===== src/rtl/led_sequencer.sv =====
// LED animation sequencer: writable frame table played back at a programmable
// frame rate in loop, ping-pong, one-shot or hold mode.
module led_sequencer #(
  parameter int LED_W  = 8,
  parameter int ADDR_W = 3,
  parameter int DIV_W  = 24
) (
  input  logic              clk,
  input  logic              rst,
  input  logic              wr_en,
  input  logic [ADDR_W-1:0] wr_addr,
  input  logic [LED_W-1:0]  wr_data,
  input  logic [1:0]        mode,
  input  logic [ADDR_W-1:0] last_idx,
  input  logic [DIV_W-1:0]  frame_ticks,
  input  logic              run,
  output logic [LED_W-1:0]  leds,
  output logic [ADDR_W-1:0] frame_idx,
  output logic              frame_strobe,
  output logic              done
);

  typedef enum logic [1:0] {
    IDLE = 2'd0,
    PLAY = 2'd1,
    DONE = 2'd2
  } state_t;

  localparam logic [1:0] M_LOOP = 2'b00;
  localparam logic [1:0] M_PING = 2'b01;
  localparam logic [1:0] M_ONCE = 2'b10;

  localparam int DEPTH = 1 << ADDR_W;

  logic              rst_meta;
  logic              rst_sync;
  state_t            state_q, state_d;
  logic              dir_q, dir_d;       // 0 = counting up, 1 = counting down
  logic [DIV_W-1:0]  tick_q, tick_d;
  logic [ADDR_W-1:0] idx_q, idx_d;
  logic              strobe;

  logic [LED_W-1:0]  mem [DEPTH];

  logic [DIV_W-1:0]  term_tick;
  logic              terminal;
  logic              at_end;
  logic [ADDR_W-1:0] turn_down_idx;
  logic [ADDR_W-1:0] turn_up_idx;

  // Reset asserts immediately but releases only after two clean clock edges.
  always_ff @(posedge clk or posedge rst) begin
    if (rst) begin
      rst_meta <= 1'b1;
      rst_sync <= 1'b1;
    end else begin
      rst_meta <= 1'b0;
      rst_sync <= rst_meta;
    end
  end

  // Frame table: plain synchronous write port, never reset.
  always_ff @(posedge clk) begin
    if (wr_en) mem[wr_addr] <= wr_data;
  end

  // A zero period behaves as one clock per frame; comparing with >= makes a
  // shortened period take effect on the very cycle it is applied.
  assign term_tick     = (frame_ticks == '0) ? '0 : frame_ticks - DIV_W'(1);
  assign terminal      = (tick_q >= term_tick);
  assign at_end        = (idx_q >= last_idx);
  assign turn_down_idx = (last_idx == '0) ? '0 : last_idx - ADDR_W'(1);
  assign turn_up_idx   = (last_idx == '0) ? '0 : ADDR_W'(1);

  // Control registers: state, direction, tick counter and frame index.
  always_ff @(posedge clk or posedge rst_sync) begin
    if (rst_sync) begin
      state_q <= IDLE;
      dir_q   <= 1'b0;
      tick_q  <= '0;
      idx_q   <= '0;
    end else begin
      state_q <= state_d;
      dir_q   <= dir_d;
      tick_q  <= tick_d;
      idx_q   <= idx_d;
    end
  end

  // Next-state logic: frame timing, index advance per mode, stop handling.
  always_comb begin
    state_d = state_q;
    dir_d   = dir_q;
    tick_d  = tick_q;
    idx_d   = idx_q;
    strobe  = 1'b0;
    case (state_q)
      IDLE: begin
        idx_d  = '0;
        dir_d  = 1'b0;
        tick_d = '0;
        if (run) state_d = PLAY;
      end
      PLAY: begin
        strobe = terminal;
        tick_d = terminal ? '0 : tick_q + DIV_W'(1);
        if (terminal) begin
          case (mode)
            M_LOOP: idx_d = at_end ? '0 : idx_q + ADDR_W'(1);
            M_PING: begin
              if (!dir_q) begin
                if (at_end) begin
                  dir_d = 1'b1;
                  idx_d = turn_down_idx;
                end else begin
                  idx_d = idx_q + ADDR_W'(1);
                end
              end else begin
                if (idx_q == '0) begin
                  dir_d = 1'b0;
                  idx_d = turn_up_idx;
                end else begin
                  idx_d = idx_q - ADDR_W'(1);
                end
              end
            end
            M_ONCE: begin
              if (at_end) state_d = DONE;
              else        idx_d   = idx_q + ADDR_W'(1);
            end
            default: idx_d = idx_q;
          endcase
        end
        // Stopping overrides any advance, but the strobe above still fires.
        if (!run) begin
          state_d = IDLE;
          idx_d   = '0;
          dir_d   = 1'b0;
          tick_d  = '0;
        end
      end
      DONE: begin
        tick_d = '0;
        if (!run) begin
          state_d = IDLE;
          idx_d   = '0;
          dir_d   = 1'b0;
        end
      end
      default: begin
        state_d = IDLE;
        idx_d   = '0;
        dir_d   = 1'b0;
        tick_d  = '0;
      end
    endcase
  end

  // LED register shows the current frame one cycle after the index, blank when idle.
  always_ff @(posedge clk or posedge rst_sync) begin
    if (rst_sync) begin
      leds <= '0;
    end else if (state_q == PLAY || state_q == DONE) begin
      leds <= mem[idx_q];
    end else begin
      leds <= '0;
    end
  end

  assign frame_idx    = idx_q;
  assign frame_strobe = strobe;
  assign done         = (state_q == DONE);

endmodule


===== config.mk =====
export PLATFORM = sky130hd
export DESIGN_NAME = led_sequencer
export DESIGN_NICKNAME = d
export VERILOG_FILES = /design/src/rtl/led_sequencer.sv
export SDC_FILE = /design/constraint.sdc
export NUM_CORES = 1
export LEC_CHECK = 0
export ABC_AREA = 1
export CAP_MARGIN = 20
export CORE_ASPECT_RATIO = 0.5
export CORE_MARGIN = 1.5
export CORE_UTILIZATION = 62
export DETAILED_ROUTE_END_ITERATION = 8
export PLACE_DENSITY_LB_ADDON = 0.25
export SLEW_MARGIN = 15
export SYNTH_ARGS = -nofsm -noshare
export SYNTH_HDL_FRONTEND = slang
export SYNTH_SLANG_ARGS = --single-unit

===== constraint.sdc =====
create_clock -name clk -period 6.1 [get_ports clk]
set_input_delay 0.61 -clock clk [delete_from_list [all_inputs] [get_ports clk]]
set_output_delay 0.61 -clock clk [all_outputs]
set_load 0.1 [all_outputs]

==> summary.md <==
| Metric | Value |
|---|---|
| Fin crit share | 0.709 |
| Top post-synthesis cells by count | 125 x nor2_1, 122 x nand2_1, 64 x edfxtp_1 |
| Sum of negative setup slack | 0 ns |
| FMAX | about 0.23 GHz |
| Largest delay share family, worst path | simple AND/OR/NAND/NOR gates |
| Die width | approximately 140 um |
| Placed wire-length estimate | 9230 um |
| Ys async rst share | 0.385 |
| CTS Hold Bufs | 0 |
| Residual DRC | 0 |
| EDFF count, synth | 64 |
| Worst-case reg-to-reg path depth | 6 |
| Max Slew Vio Count | 0 |
| Crit path time final | 4.33 ns |
| Worst skew pair latency | 0.35 ns |
| Register-to-Register Setup Slack | 3.38 ns |
| First-pass GRT wire length | 21200 um |
| Detailed-route wire length per cell | 14.8 um |
| DRT Pass-1 Iters | 5 |
| Max-cap violations | 0 |
| Drt total wl | between 10000 and 15000 um |
| Combinational power share | 0.323 |
| GPL Wtd Cong | 0.895 |
| Main synth FF type | edfxtp_1 |
| RSZ-0062 raised after global routing | no |
| Final net count | 832 |
| Max IR drop VDD | 0.196 mV |
| Synthesized flop and latch total | 104 |
| CTS tree | yes |
| Main combinational cell family by area after synthesis | simple AND/OR/NAND/NOR gates |
| Setup CP Type | in -> out |
| Relative slew margins | 0.335 |
| Slew of the pin with the lowest slew margin | 0.994 ns |
| H-tree Lvls | 3 |
| Post-route ant nets | 0 |
| YS warnings | 0 |
| Synth top area cells | edfxtp_1 32%, dfrtp_1 16%, ha_1 8.7% |
| Sw Ratio | 0.376 |
| Post-synthesis compound-gate area fraction | 0.0896 |
| Crit-path cells | clkdlybuf4s50_1 > inv_1 > ha_1 > inv_1 > nor4_4 > nand2_1 > nor3_1 > o211ai_1 > ha_1 > nand2_1 > nor2_1 > nand3_1 > nor2_1 > nand2_1 > a21oi_1 > buf_4 |
| Worst-path clk slew | 0.07 ns |
| CTS Sinks | 104 |
| Syn Std Cell Area | between 0.006 and 0.007 sq mm |
| Die area | just over 0.01 sq mm |
| Vias in the first global route | 4590 |
| CP max stage delay | 0.47 ns |
| Power per cell area | 298 mW/mm^2 |
| Total CTS buffers | 9 |
| Multiplexer share of the synthesized area | 0 |
| Sequential power share | 0.397 |
| Worst setup EP type | output pin |
| Core Area | between 0.009 and 0.01 sq mm |
| Crit Path Max Fanout | 7 |
| Worst path slowest cell | nor4_4 |
| XOR/XNOR share of the synthesized area | 0.0377 |
| Drt first-iter violations | slightly below 300 |
| Via count | a little under 5000 |
| Status | finished clean |
| Crit path required time | 5.49 ns |
| DR vias/cell | 5.43 |
| P_int | 0.00131 W |
| Area growth, synth to finish | 16.3% |
| Share of the synthesized area in the top cell type | 0.318 |
| Synth unique cells | between 40 and 50 |
| GR Overflow Total | 0 |
| Die H | 72.8 um |
| Total Routing Usage GR | 0.269 |
| N_diodes | 0 |
| Starting Density | 0.640 |
| Bufs on Longest Clock Path | 2 |
| Count leader, synth | nor2_1 |
| Avg Cell Area, Syn | 8.75 sq um |
| Worst r2r src | frame_idx[1] |
| Sequential area share after synthesis | 0.484 |
| Crit path DAT | ~3.7 ns |
| Hold WC Path Type | reg -> async |
| Std-Cell Rows | 25 |
| Clock share of power | 0.279 |
| # IOs | 57 |
| CTS root buf | clkbuf_16 |
| Cell taking the most area after synthesis | edfxtp_1 |
| Share of layout cells above drive strength 1 | 0.0786 |
| Post-Place Worst Slack | 1.77 ns |
| CP most frequent cell | nand2_1 |
| Post-synthesis adder-cell area fraction | 0.0870 |
| LEAKAGE | between 3 and 4 nW |
| CTS resizes | 0 |
| Synthesized instance count | 691 |
| Post-route worst setup slack | 1.77 ns |
| Setup Fix Bufs, Post-CTS | 0 |
| Syn Nets | 777 |
| Critical path startpoint category | input pin |
| Max Clock Skew | roughly 0.0083 ns |
| Buf/Inv on CP | 4 |
| Largest net degree at the start of global routing | 39 |
| Final setup viols | 0 |
| Post-Synth Simple-Gate Area | 0.247 |
| NetSw | approximately 0.00079 W |
| Antenna violations before repair | 0 |
| R2R Path End | dir_q |
| Fin. Hold Viols | 0 |
| IO buf count | 56 |
per-layer routing:
| layer | vias to the layer above | GRT usage | share of wire |
|---|---|---|---|
| met5 | - | 0 | 0 |
| met4 | 0 | 0.0745 | 0.0096 |
| met3 | 12 | 0.0512 | 0.048 |
| met2 | 121 | 0.486 | 0.50 |
| met1 | 2257 | 0.337 | 0.44 |
| li1 | 2423 | - | - |
flip-flops by register name (all words and copies together), names as in the netlist:
signal / cells
mem: 64
tick_q: 24
leds: 8
frame_idx: 3
state_q: 2
dir_q: 1
rst_meta: 1
rst_sync: 1
through the flow:
stage	area, sq um	utilization	power (W)	cells	hold WS [ns]
after global placement	6720	0.712	0.00150	870	0.346
final	7030	0.744	0.00209	886	0.357
after CTS	7030	0.744	0.00210	886	0.359
after detailed placement	6720	0.712	0.00152	870	0.350
after global routing	7030	0.744	0.00219	886	0.363
after floorplan	6040	-	0.00132	691	0.345
worst max-delay path by stage:
stage | start | end | slack [ns] | depth (start not counted)
2_1_floorplan | frame_ticks[0] | frame_strobe | 1.59 | 17
4_1_cts | frame_ticks[0] | frame_strobe | 1.75 | 16
3_3_place_gp | frame_ticks[0] | frame_strobe | 1.85 | 16
6_report | frame_ticks[0] | frame_strobe | 1.77 | 16
3_5_place_dp | frame_ticks[0] | frame_strobe | 1.77 | 16
5_1_grt | frame_ticks[0] | frame_strobe | 1.51 | 16
cell usage in the layout, fill, tap and decap left out, types with 2 or more instances in the layout:
master | Yosys | layout
xnor2_1 | 10 | 10
o21ai_0 | 42 | 42
nor2_1 | 125 | 125
dfrtp_1 | 38 | 38
nor2_2 | 8 | 8
nand3b_1 | 2 | 2
or2_2 | 3 | 3
nand3_2 | 2 | 2
a21oi_1 | 22 | 22
edfxtp_1 | 64 | 64
o22ai_1 | 8 | 8
nor4_1 | 3 | 3
inv_1 | 60 | 60
nand4_1 | 6 | 6
nand2_1 | 122 | 122
nand2_2 | 3 | 3
dfstp_2 | 2 | 2
a31oi_1 | 9 | 9
clkdlybuf4s50_1 | 0 | 55
nor3_2 | 5 | 5
ha_1 | 42 | 42
nand3_1 | 37 | 37
inv_2 | 10 | 10
clkinv_4 | 0 | 2
a21o_1 | 3 | 3
xor2_1 | 16 | 16
nor3_1 | 8 | 8
nor4_2 | 2 | 2
o21ai_1 | 12 | 12
buf_4 | 0 | 3
clkbuf_16 | 0 | 9
kinds of logic (layout without fill, tap and decap cells):
family,Yosys count,after routing
buffers and inverters,85,145
DFF,104,104
other,1,1
and+or+nand+nor,333,333
xor gates and xnor gates,26,26
AOI/OAI and AO/OA,100,100
adders and majority gates,42,42
area by class of cell:
| class | count | area (sq um) |
|---|---|---|
| Fill cell | 717 | 2420 |
| Tap cell | 135 | 169 |
| Timing Repair Buffer | 58 | 573 |
| Inverter | 71 | 267 |
| Clock inverter | 6 | 75.1 |
| Multi-Input combinational cell | 502 | 2790 |
| Clock buffer | 10 | 229 |
| Sequential cell | 104 | 2930 |
power groups by stage:
stage / combinational, W / sequential, W / clock (W)
after global routing: 0.000733 / 0.000838 / 0.000615
after detailed placement: 0.000671 / 0.000846 / 0
final: 0.000677 / 0.000832 / 0.000584
after CTS: 0.000677 / 0.000832 / 0.000592
after global placement: 0.000652 / 0.000845 / 0
after floorplan: 0.000282 / 0.00104 / 0
worst min-delay path, delay by kind of cell (launching register included):
family,cells,cell delay [ns]
buffers and inverters,2,0.44
DFF,1,0.36
Power figures use the tool's default switching activity.
==> RTL change 1, RTL diff (same settings) <==
Encoding of `state_t`: now one-hot (3 bits for 3 states).
--- a/src/rtl/led_sequencer.sv
+++ b/src/rtl/led_sequencer.sv
@@ -20,10 +20,10 @@
   output logic              done
 );
 
-  typedef enum logic [1:0] {
-    IDLE = 2'd0,
-    PLAY = 2'd1,
-    DONE = 2'd2
+  typedef enum logic [2:0] {
+    IDLE = 3'b001,
+    PLAY = 3'b010,
+    DONE = 3'b100
   } state_t;
 
   localparam logic [1:0] M_LOOP = 2'b00;
Function: no difference found for any inputs over 10 cycles, from zero or initial values and one cycle with rst high; not proved beyond that.
==> RTL change 1 against the unedited design <==
Clock power fell by 4.6%; area after synthesis rose by 1.2%; clock skew barely moved; routed wire length rose by 0.20%; design area rose by 1.1%; register-to-register slack improved by 70 ps; highest routed layer unchanged; sequential cell count rose by 1; power fell by 13%; sequential power fell by 1%; global-route usage fell by 0.24 points; setup slack improved by 32 ps; non-clock buffer count rose by 2.
==> RTL change 1: results (changes against the unedited design) <==
syn_nets=785 (+1.0%); PortBufs=56 (unchanged); Ys Warns=0 (unchanged); GRT met2 Usage=0.484 (-0.00200); Leak=3.06 nW (+0.52%); post-synthesis sequential area ratio=0.482 (-0.00164); Post-CTS Resized=0 (unchanged); gpl congestion=0.859 (-4.0%); M1 GR Usage=0.336 (-0.00104); final core occ=0.747 (+0.00287); vias in the first global route=4543 (-1.0%); Logic power comb=0.444 mW (-34%); fraction of area in multi-input gates=0.397 (-0.000428); final WL=13100 um (+0.20%); met2 WL post-DR=6580 um (about the same); FF+latch area=2950 um^2 (+0.90%); Final HPWL DP=9230 um (about the same); Final #Nets=842 (+1.2%); share of post-route cells with drive strength above 1=0.0864 (+0.00783); multi-input gate count=506 (+0.80%); most common library cells after synthesis=123 x nand2_1, 118 x nor2_1, 70 x inv_1; Clock Power Share=0.306 (+0.027); met3 Usage GRT=0.0413 (-0.00984); Non-clock buffer share=0.0828 (+0.00127); Logic inverters=77 (+8.5%); top cells by area, synth=edfxtp_1 31%, dfrtp_1 16%, ha_1 8.0%; drt wl/cell=14.6 um (-1.3%); FFs & Latches=105 (+0.96%); combinational share of power=0.244 (-0.079); clock buf count=11 (+1); number of non-clock buffers=60 (+3.4%); Initial DRC Count=327 (+11%); first-pass GRT wire length=21200 um (-0.39%); GRT Resource Usage Total=0.267 (-0.00244); status=complete, no violations; wl on met1=5650 um (-2.0%); Layout clock area frac=0.0405 (-0.00274); FILL cells=702 (-2.1%); Net Sw Power=0.597 mW (-24%); largest net degree at the start of global routing=40 (+2.6%); Critical Path Max Stage Delay=440 ps (-30 ps); VDD IR max=0.188 mV (-4.0%); ys async rst share=0.390 (+0.00586); Design Area, Final=7100 um^2 (+1.1%); Min-Delay Path Class=reg2reg; worst-case clock skew=8.68 ps (+0.332 ps); arrival time worst endpoint=3680 ps (-40 ps); Post-CTS Setup Inserts=0 (unchanged); met3 WL post-DR=717 um (+15%); Placement Setup Slack=1840 ps (+74.3 ps); CP max stage cell=clkdlybuf4s50_1; vias per std cell=5.43 (about the same); Least-Margin Pin Slew=977 ps (-17.4 ps); placed cell count=883 (+1.5%); Placed Area=6810 um^2 (+1.3%); Cells after Synth=702 (+1.6%)
[RTL change 1: cell types whose count changed in the layout (fill, tap and decap cells not counted), moves of 5 or more]
cell,before,now
inv_1,60,70
o21ai_0,42,55
nor2_1,125,118
or2_2,3,9
xor2_1,16,11
o21ai_1,12,2
nor2_4,1,6
[RTL change 1: logic make-up after synthesis]
logic type	count (synthesis)	share of synthesized area
simple gates	347	0.264
xor+xnor	20	0.0286
other cells	1	0.000613
fa+ha+maj	39	0.0798
flops	105	0.482
compound gates	99	0.0873
buf+inv	91	0.0573
[RTL change 1: worst paths after layout]
kind | depth (start not counted) | slack [ps] | to
max | 19 | 1810 | frame_strobe
min | 0 | 360 | rst_sync
max reg2reg | 10 | 3450 | frame_idx[0]
min reg2reg | 0 | 360 | rst_sync
max in group asynchronous | 2 | 5350 | state_q[0]
min in group asynchronous | 2 | 380 | tick_q[8]
==> RTL change 2, RTL diff (config.mk and constraints unchanged) <==
Made on the original files. The parameter `DIV_W` goes from 24 to 16.
--- a/src/rtl/led_sequencer.sv
+++ b/src/rtl/led_sequencer.sv
@@ -3,7 +3,7 @@
 module led_sequencer #(
   parameter int LED_W  = 8,
   parameter int ADDR_W = 3,
-  parameter int DIV_W  = 24
+  parameter int DIV_W  = 16
 ) (
   input  logic              clk,
   input  logic              rst,
Ports: changed (resized frame_ticks); port bits go from 57 to 49. The function was not compared with the original's and may differ.
==> RTL change 2 against the unedited design <==
Design area fell by 14%; area after synthesis is 14% lower; routed wire length decreased by 19%; sequential cell count fell by 8; setup slack worse by 500 ps; power fell by 1.4%; clock power decreased by 2%; die area fell by 14%; critical path type unchanged; highest routed layer unchanged.
==> RTL change 2: results (changes against the unedited design) <==
PortBufs=48 (-14%); Layout clock area frac=0.0501 (+0.00686); number of non-clock buffers=51 (-12%); top cells by area, synth=edfxtp_1 37%, dfrtp_1 15%, ha_1 8.2%; Final Non-Filler Cells=732 (-17%); Final #Nets=685 (-18%); status=complete, no violations; reg2reg path depth=10 (+4); hold_ws=336 ps (-21.2 ps); first-pass GRT wire length=17100 um (-20%); met3 WL post-DR=678 um (+8.5%); FILL cells=564 (-21%); arrival time worst endpoint=4220 ps (+500 ps); Cells after Synth=566 (-18%); ys async rst share=0.333 (-0.0513); Layout area overhead=17.2%; sw frac=0.381 (+0.00496); post-synthesis sequential area ratio=0.526 (+0.0424); most common library cells after synthesis=98 x nor2_1, 91 x nand2_1, 64 x edfxtp_1; Initial DRC Count=377 (+28%); Multi-input gate area=2160 um^2 (-23%); multi-input gate count=395 (-21%); via count=4069 (-15%); Placement Setup Slack=1300 ps (-469 ps); Final HPWL DP=7080 um (-23%); sequential power=0.781 mW (-6.1%); worst-case clock skew=5.15 ps (-3.20 ps); top flop regs=mem (64), tick_q (16), leds (8)
## RTL change 2: cell count changes after synthesis, sizes merged, moves of 9 or more
cell and change:
nor2 -30, inv -9, nand3 -12, xnor2 -9, xor2 -11, nand2 -33
## RTL change 2: critical path, cell delays in order
cell and delay, ps:
clkdlybuf4s50_1 480, inv_1 110, ha_1 190, inv_1 80, nor2_4 150, inv_2 60
nor2_4 130, inv_2 50, nor2_2 120, nand3_1 110, a21o_1 200, ha_1 290
nand4_1 110, a21oi_1 140, nor2_1 90, a21oi_1 160, clkdlybuf4s50_1 1150
## RTL change 2: logic make-up (layout without fill, tap and decap cells)
family,Yosys count,count (layout),synth area share
buffers and inverters,75,129,0.0561
XOR/XNOR,6,6,0.0102
adder cells (fa/ha/maj),34,34,0.0822
AND/OR/NAND/NOR,255,255,0.222
other,1,1,0.000724
AO/OA/AOI/OAI,99,99,0.103
flip-flops,96,96,0.526
